### src/rtl/game_tick_scheduler.sv
// Game-loop timebase: divides clk_in into a base tick, shares it among the scroll,
// gravity, flap and spawn consumers, and sequences IDLE/RUN/PAUSED/OVER with score-driven speed-up.
module game_tick_scheduler #(
    parameter int BASE_CYCLE = 762,
    parameter int LEVEL_STEP = 64,
    parameter int MAX_LEVEL  = 7,
    parameter int LVL_SCORE  = 5,
    parameter int GRAV_DIV   = 2,
    parameter int SPAWN_DIV  = 8
) (
    input  logic       clk_in,
    input  logic       reset_n,
    input  logic       start,
    input  logic       flap,
    input  logic       hit,
    input  logic       point,
    input  logic       pause,
    output logic [1:0] state,
    output logic       scroll_tick,
    output logic       gravity_tick,
    output logic       flap_tick,
    output logic       spawn_tick,
    output logic [2:0] level
);

    localparam int CW = (BASE_CYCLE > 1) ? $clog2(BASE_CYCLE) : 1;
    localparam int PW = (LVL_SCORE  > 1) ? $clog2(LVL_SCORE)  : 1;
    localparam int GW = (GRAV_DIV   > 1) ? $clog2(GRAV_DIV)   : 1;
    localparam int SW = (SPAWN_DIV  > 1) ? $clog2(SPAWN_DIV)  : 1;

    typedef enum logic [1:0] {
        ST_IDLE   = 2'b00,
        ST_RUN    = 2'b01,
        ST_PAUSED = 2'b10,
        ST_OVER   = 2'b11
    } state_e;

    state_e          state_q, state_d;
    logic [CW-1:0]   cnt_q, cnt_d;
    logic [2:0]      level_q, level_d;
    logic [PW-1:0]   pts_q, pts_d;
    logic [GW-1:0]   grav_q, grav_d;
    logic [SW-1:0]   spawn_q, spawn_d;
    logic            pend_q, pend_d;
    logic            scroll_q, scroll_d;
    logic            gtick_q, gtick_d;
    logic            ftick_q, ftick_d;
    logic            stick_q, stick_d;

    logic            in_run;
    logic            advance;
    logic            issue;
    logic            grav_slot;
    logic [CW-1:0]   reload_val;

    // Reload value follows the level currently held, so a mid-period level change waits for the next reload.
    assign reload_val = CW'(BASE_CYCLE - 1 - int'(level_q) * LEVEL_STEP);

    assign in_run    = (state_q == ST_RUN);
    assign advance   = in_run && !hit && !pause;
    assign issue     = advance && (cnt_q == '0);
    assign grav_slot = (grav_q == GW'(GRAV_DIV - 1));

    always_comb begin
        state_d  = state_q;
        cnt_d    = cnt_q;
        level_d  = level_q;
        pts_d    = pts_q;
        grav_d   = grav_q;
        spawn_d  = spawn_q;
        pend_d   = pend_q;
        scroll_d = 1'b0;
        gtick_d  = 1'b0;
        ftick_d  = 1'b0;
        stick_d  = 1'b0;

        case (state_q)
            ST_IDLE, ST_OVER: begin
                if (start) begin
                    state_d = ST_RUN;
                    cnt_d   = CW'(BASE_CYCLE - 1);
                    level_d = '0;
                    pts_d   = '0;
                    grav_d  = '0;
                    spawn_d = '0;
                    pend_d  = 1'b0;
                end
            end
            ST_RUN: begin
                if (hit) begin
                    state_d = ST_OVER;
                end else if (pause) begin
                    state_d = ST_PAUSED;
                end
            end
            ST_PAUSED: begin
                if (!pause) begin
                    state_d = ST_RUN;
                end
            end
            default: state_d = ST_IDLE;
        endcase

        if (issue) begin
            cnt_d    = reload_val;
            scroll_d = 1'b1;
            grav_d   = grav_slot ? '0 : grav_q + GW'(1);
            spawn_d  = (spawn_q == SW'(SPAWN_DIV - 1)) ? '0 : spawn_q + SW'(1);
            stick_d  = (spawn_q == SW'(SPAWN_DIV - 1));
            // A flap takes the slot; a gravity slot lost this way is not carried forward.
            if (pend_q || flap) begin
                ftick_d = 1'b1;
                pend_d  = 1'b0;
            end else begin
                gtick_d = grav_slot;
            end
        end else begin
            if (advance) begin
                cnt_d = cnt_q - CW'(1);
            end
            if (in_run && flap) begin
                pend_d = 1'b1;
            end
        end

        if (in_run && !hit && point) begin
            if (pts_q == PW'(LVL_SCORE - 1)) begin
                pts_d = '0;
                if (level_q != 3'(MAX_LEVEL)) begin
                    level_d = level_q + 3'd1;
                end
            end else begin
                pts_d = pts_q + PW'(1);
            end
        end
    end

    always_ff @(posedge clk_in or negedge reset_n) begin
        if (!reset_n) begin
            state_q  <= ST_IDLE;
            cnt_q    <= '0;
            level_q  <= '0;
            pts_q    <= '0;
            grav_q   <= '0;
            spawn_q  <= '0;
            pend_q   <= 1'b0;
            scroll_q <= 1'b0;
            gtick_q  <= 1'b0;
            ftick_q  <= 1'b0;
            stick_q  <= 1'b0;
        end else begin
            state_q  <= state_d;
            cnt_q    <= cnt_d;
            level_q  <= level_d;
            pts_q    <= pts_d;
            grav_q   <= grav_d;
            spawn_q  <= spawn_d;
            pend_q   <= pend_d;
            scroll_q <= scroll_d;
            gtick_q  <= gtick_d;
            ftick_q  <= ftick_d;
            stick_q  <= stick_d;
        end
    end

    assign state        = state_q;
    assign level        = level_q;
    assign scroll_tick  = scroll_q;
    assign gravity_tick = gtick_q;
    assign flap_tick    = ftick_q;
    assign spawn_tick   = stick_q;

endmodule

### config.mk
export PLATFORM = sky130hd
export DESIGN_NAME = game_tick_scheduler
export DESIGN_NICKNAME = d
export VERILOG_FILES = /design/src/rtl/game_tick_scheduler.sv
export SDC_FILE = /design/constraint.sdc
export NUM_CORES = 1
export LEC_CHECK = 0
export CORE_MARGIN = 1
export CORE_UTILIZATION = 55
export CTS_BUF_LIST = sky130_fd_sc_hd__clkbuf_8
export DETAILED_ROUTE_END_ITERATION = 8
export PLACE_DENSITY = 0.78
export SYNTH_ARGS = -nofsm -noshare
export SYNTH_HDL_FRONTEND = slang
export SYNTH_SLANG_ARGS = --single-unit
### constraint.sdc
create_clock -name clk_in -period 2.6 [get_ports clk_in]
set_clock_uncertainty 0.1 [all_clocks]
set_input_delay 0.26 -clock clk_in [delete_from_list [all_inputs] [get_ports clk_in]]
set_output_delay 0.26 -clock clk_in [all_outputs]
set_load 0.1 [all_outputs]
==> results.json <==
{
  "status": "finished clean",
  "wirelength_mm": 2.83,
  "rows": 18,
  "final_common_cell": "dfrtp_1",
  "track_usage_pct": 23.8,
  "cts_resized": 0,
  "die_w_um": 53.0,
  "cp_top_family": "compound AO/OA/AOI/OAI gates",
  "num-nets-final": 184,
  "num_vias": 1140,
  "avgViaCountPerCell": 5.82,
  "final_hold_viol_count": 0,
  "postRouteAntennaNets": 0,
  "setup_viol": 0,
  "gp_congestion": 0.898,
  "final_cell_mix": "dfrtp_1 (25), nand2_1 (17), buf_4 (13)",
  "multi_input_area_sq_um": 688,
  "nFillCells": 211,
  "synthesis.area_sq_um": 1430,
  "cp_max_fo": 9,
  "clock-root-buffer": "clkbuf_8",
  "ys.flop_type": "dfrtp_1",
  "tightest_slew_ns": 0.610,
  "setup.worst_path.class": "reg2reg",
  "wl_per_cell_um": 14.5,
  "clk_pin_slew_ns": 0.09,
  "cp.required_ns": 2.67,
  "core_sq_um": 2480,
  "grt_pass1_wl_mm": 4.82,
  "area_growth_pct": 15.4,
  "drt_iter0_drc": 35,
  "ys_seq_area_share_pct": 47.2,
  "period_share_pct": 86.4,
  "synth_cell_type_count": 39,
  "cts_sinks": 27,
  "hpwl_mm": 2.09,
  "cts_tree": "done",
  "seq_area_sq_um": 678,
  "drive_gt1_share_pct": 15.1,
  "post_cts_buffers": 0,
  "synth_seq_cells": 27,
  "worstHoldPathType": "in2async",
  "r2r_start": "cnt_q[5]",
  "post-route-cell-area_sq_um": 1650,
  "slew_violations": 0,
  "yosysWarnings": 0,
  "fin_setup_tns_ns": 0,
  "grt_start_max_net_pins": 28,
  "drc": 0,
  "p_per_area_nw_per_um2": 781,
  "cp.arrival_ns": 2.32,
  "drt_first_pass_iters": 4,
  "fmax_mhz": 445,
  "start_util_pct": 57.7,
  "ctsLongestPathBuffers": 2,
  "synth_area_per_cell_sq_um": 9.73,
  "cp-end-kind": "flop",
  "clock_latency_ns": 0.27,
  "cp_cell_sequence": "or4_1 -> o31ai_2 -> a211oi_1 -> a311oi_1",
  "cap_violations": 0,
  "grt_pass1_vias": 1097,
  "antenna_found_initial": 0,
  "port_buffers": 15,
  "syn_nets": 164,
  "min_period_ns": 2.25,
  "whs_ns": 0.245,
  "antenna_cells": 0,
  "grt_overflow": 0,
  "rsz0062_at_grt": "false",
  "cpMaxStageDelayCell": "or4_1",
  "cts_buffers": 3,
  "power_leakage_nw": 0.782,
  "fp.dieH_um": 53.0,
  "synthArstFlopShare_pct": 100,
  "max_slew_margin_pct": 59.1,
  "irDropWorstVdd_mv": 0.658,
  "h-tree-depth": 1,
  "crit_buf_inv": 0,
  "hold_buffers": 0,
  "syn_inst": 147,
  "synth_edf_count": 0,
  "ioPinCount": 16,
  "startpoint": "cnt_q[5]",
  "slowest_delay_ns": 0.66,
  "die-area_sq_um": 2810,
  "place_area_sq_um": 1600,
  "startpoint_type": "flop"
}
synth_stat cells, types with 2 or more instances:
| cell type | n | area, sq um |
|---|---|---|
| dfrtp_1 | 27 | 676 |
| nor4_1 | 2 | 12.5 |
| nand3_1 | 9 | 45.0 |
| nand2b_1 | 3 | 18.8 |
| or4_1 | 2 | 15.0 |
| o31ai_1 | 2 | 15.0 |
| a22oi_1 | 4 | 30.0 |
| o21ai_0 | 9 | 45.0 |
| nor2_1 | 10 | 37.5 |
| nand2_1 | 17 | 63.8 |
| a21oi_1 | 3 | 15.0 |
| inv_1 | 9 | 33.8 |
| or3_1 | 2 | 12.5 |
| o31ai_2 | 2 | 25.0 |
| nor3_1 | 7 | 35.0 |
| clkbuf_1 | 2 | 7.51 |
| and3_1 | 2 | 12.5 |
| nor3b_1 | 3 | 22.5 |
| a21o_1 | 2 | 15.0 |
| ha_1 | 10 | 125 |
| o22ai_1 | 2 | 12.5 |
cell families (layout without fill, tap and decap cells):
logic type / after synthesis / in the layout / synth area share (%)
and+or+nand+nor: 63 / 63 / 22.9
AOI/OAI and AO/OA: 31 / 31 / 15.0
DFF: 27 / 27 / 47.2
buffers and inverters: 14 / 33 / 4.64
adders and majority gates: 10 / 10 / 8.75
muxes: 2 / 2 / 1.49
cell type report:
type | count | area share, %
clock buffers | 3 | 2.50
clock inverters | 1 | 0.303
inverters | 10 | 2.58
multi-input cells | 106 | 41.7
flip-flops and latches | 27 | 41.1
well taps | 30 | 2.27
repair buffers | 19 | 9.55
power by group:
group | leakage [nW] | internal [W] | switching, W
combinational | 0.426 | 0.000173 | 0.000328
clock | 0.0255 | 0.000107 | 0.000130
sequential | 0.331 | 0.000484 | 0.0000663
through the flow:
stage          util (%)  instances  total power [W]  worst slack, ns
6_report           66.6        196          0.00129            0.354
5_1_grt            66.6        196          0.00137            0.205
4_1_cts            66.6        196          0.00130            0.372
3_5_place_dp       64.7        192          0.00106            0.373
3_3_place_gp       64.7        192          0.00105            0.425
2_1_floorplan         -        147         0.000925           0.0467
per-layer routing:
metal	vias up	global-route usage [%]	routed length (um)
met1	549	29.9	1290
met3	2	4.31	94
met2	22	40.5	1440
li1	567	-	-
met5	-	0	0
met4	0	8.33	11
path summary, 6_finish.rpt:
| check | to | slack [ns] | depth (start not counted) |
|---|---|---|---|
| worst min register to register | cnt_q[9] | 0.39 | 1 |
| worst min-delay path | cnt_q[6] | 0.25 | 2 |
| worst max-delay path | cnt_q[7] | 0.35 | 4 |
| max in group asynchronous | state[1] | 1.89 | 2 |
| min in group clk_in | cnt_q[9] | 0.39 | 1 |
| worst max register to register | cnt_q[7] | 0.35 | 4 |
sequential cells by signal, indices dropped and copies added, names as in the netlist:
signal / cells
spawn_q: 3
scroll_tick: 1
state: 2
gravity_tick: 1
level: 3
grav_q: 1
flap_tick: 1
cnt_q: 10
pend_q: 1
spawn_tick: 1
pts_q: 3
No activity file was read; power rests on OpenSTA's default activity.
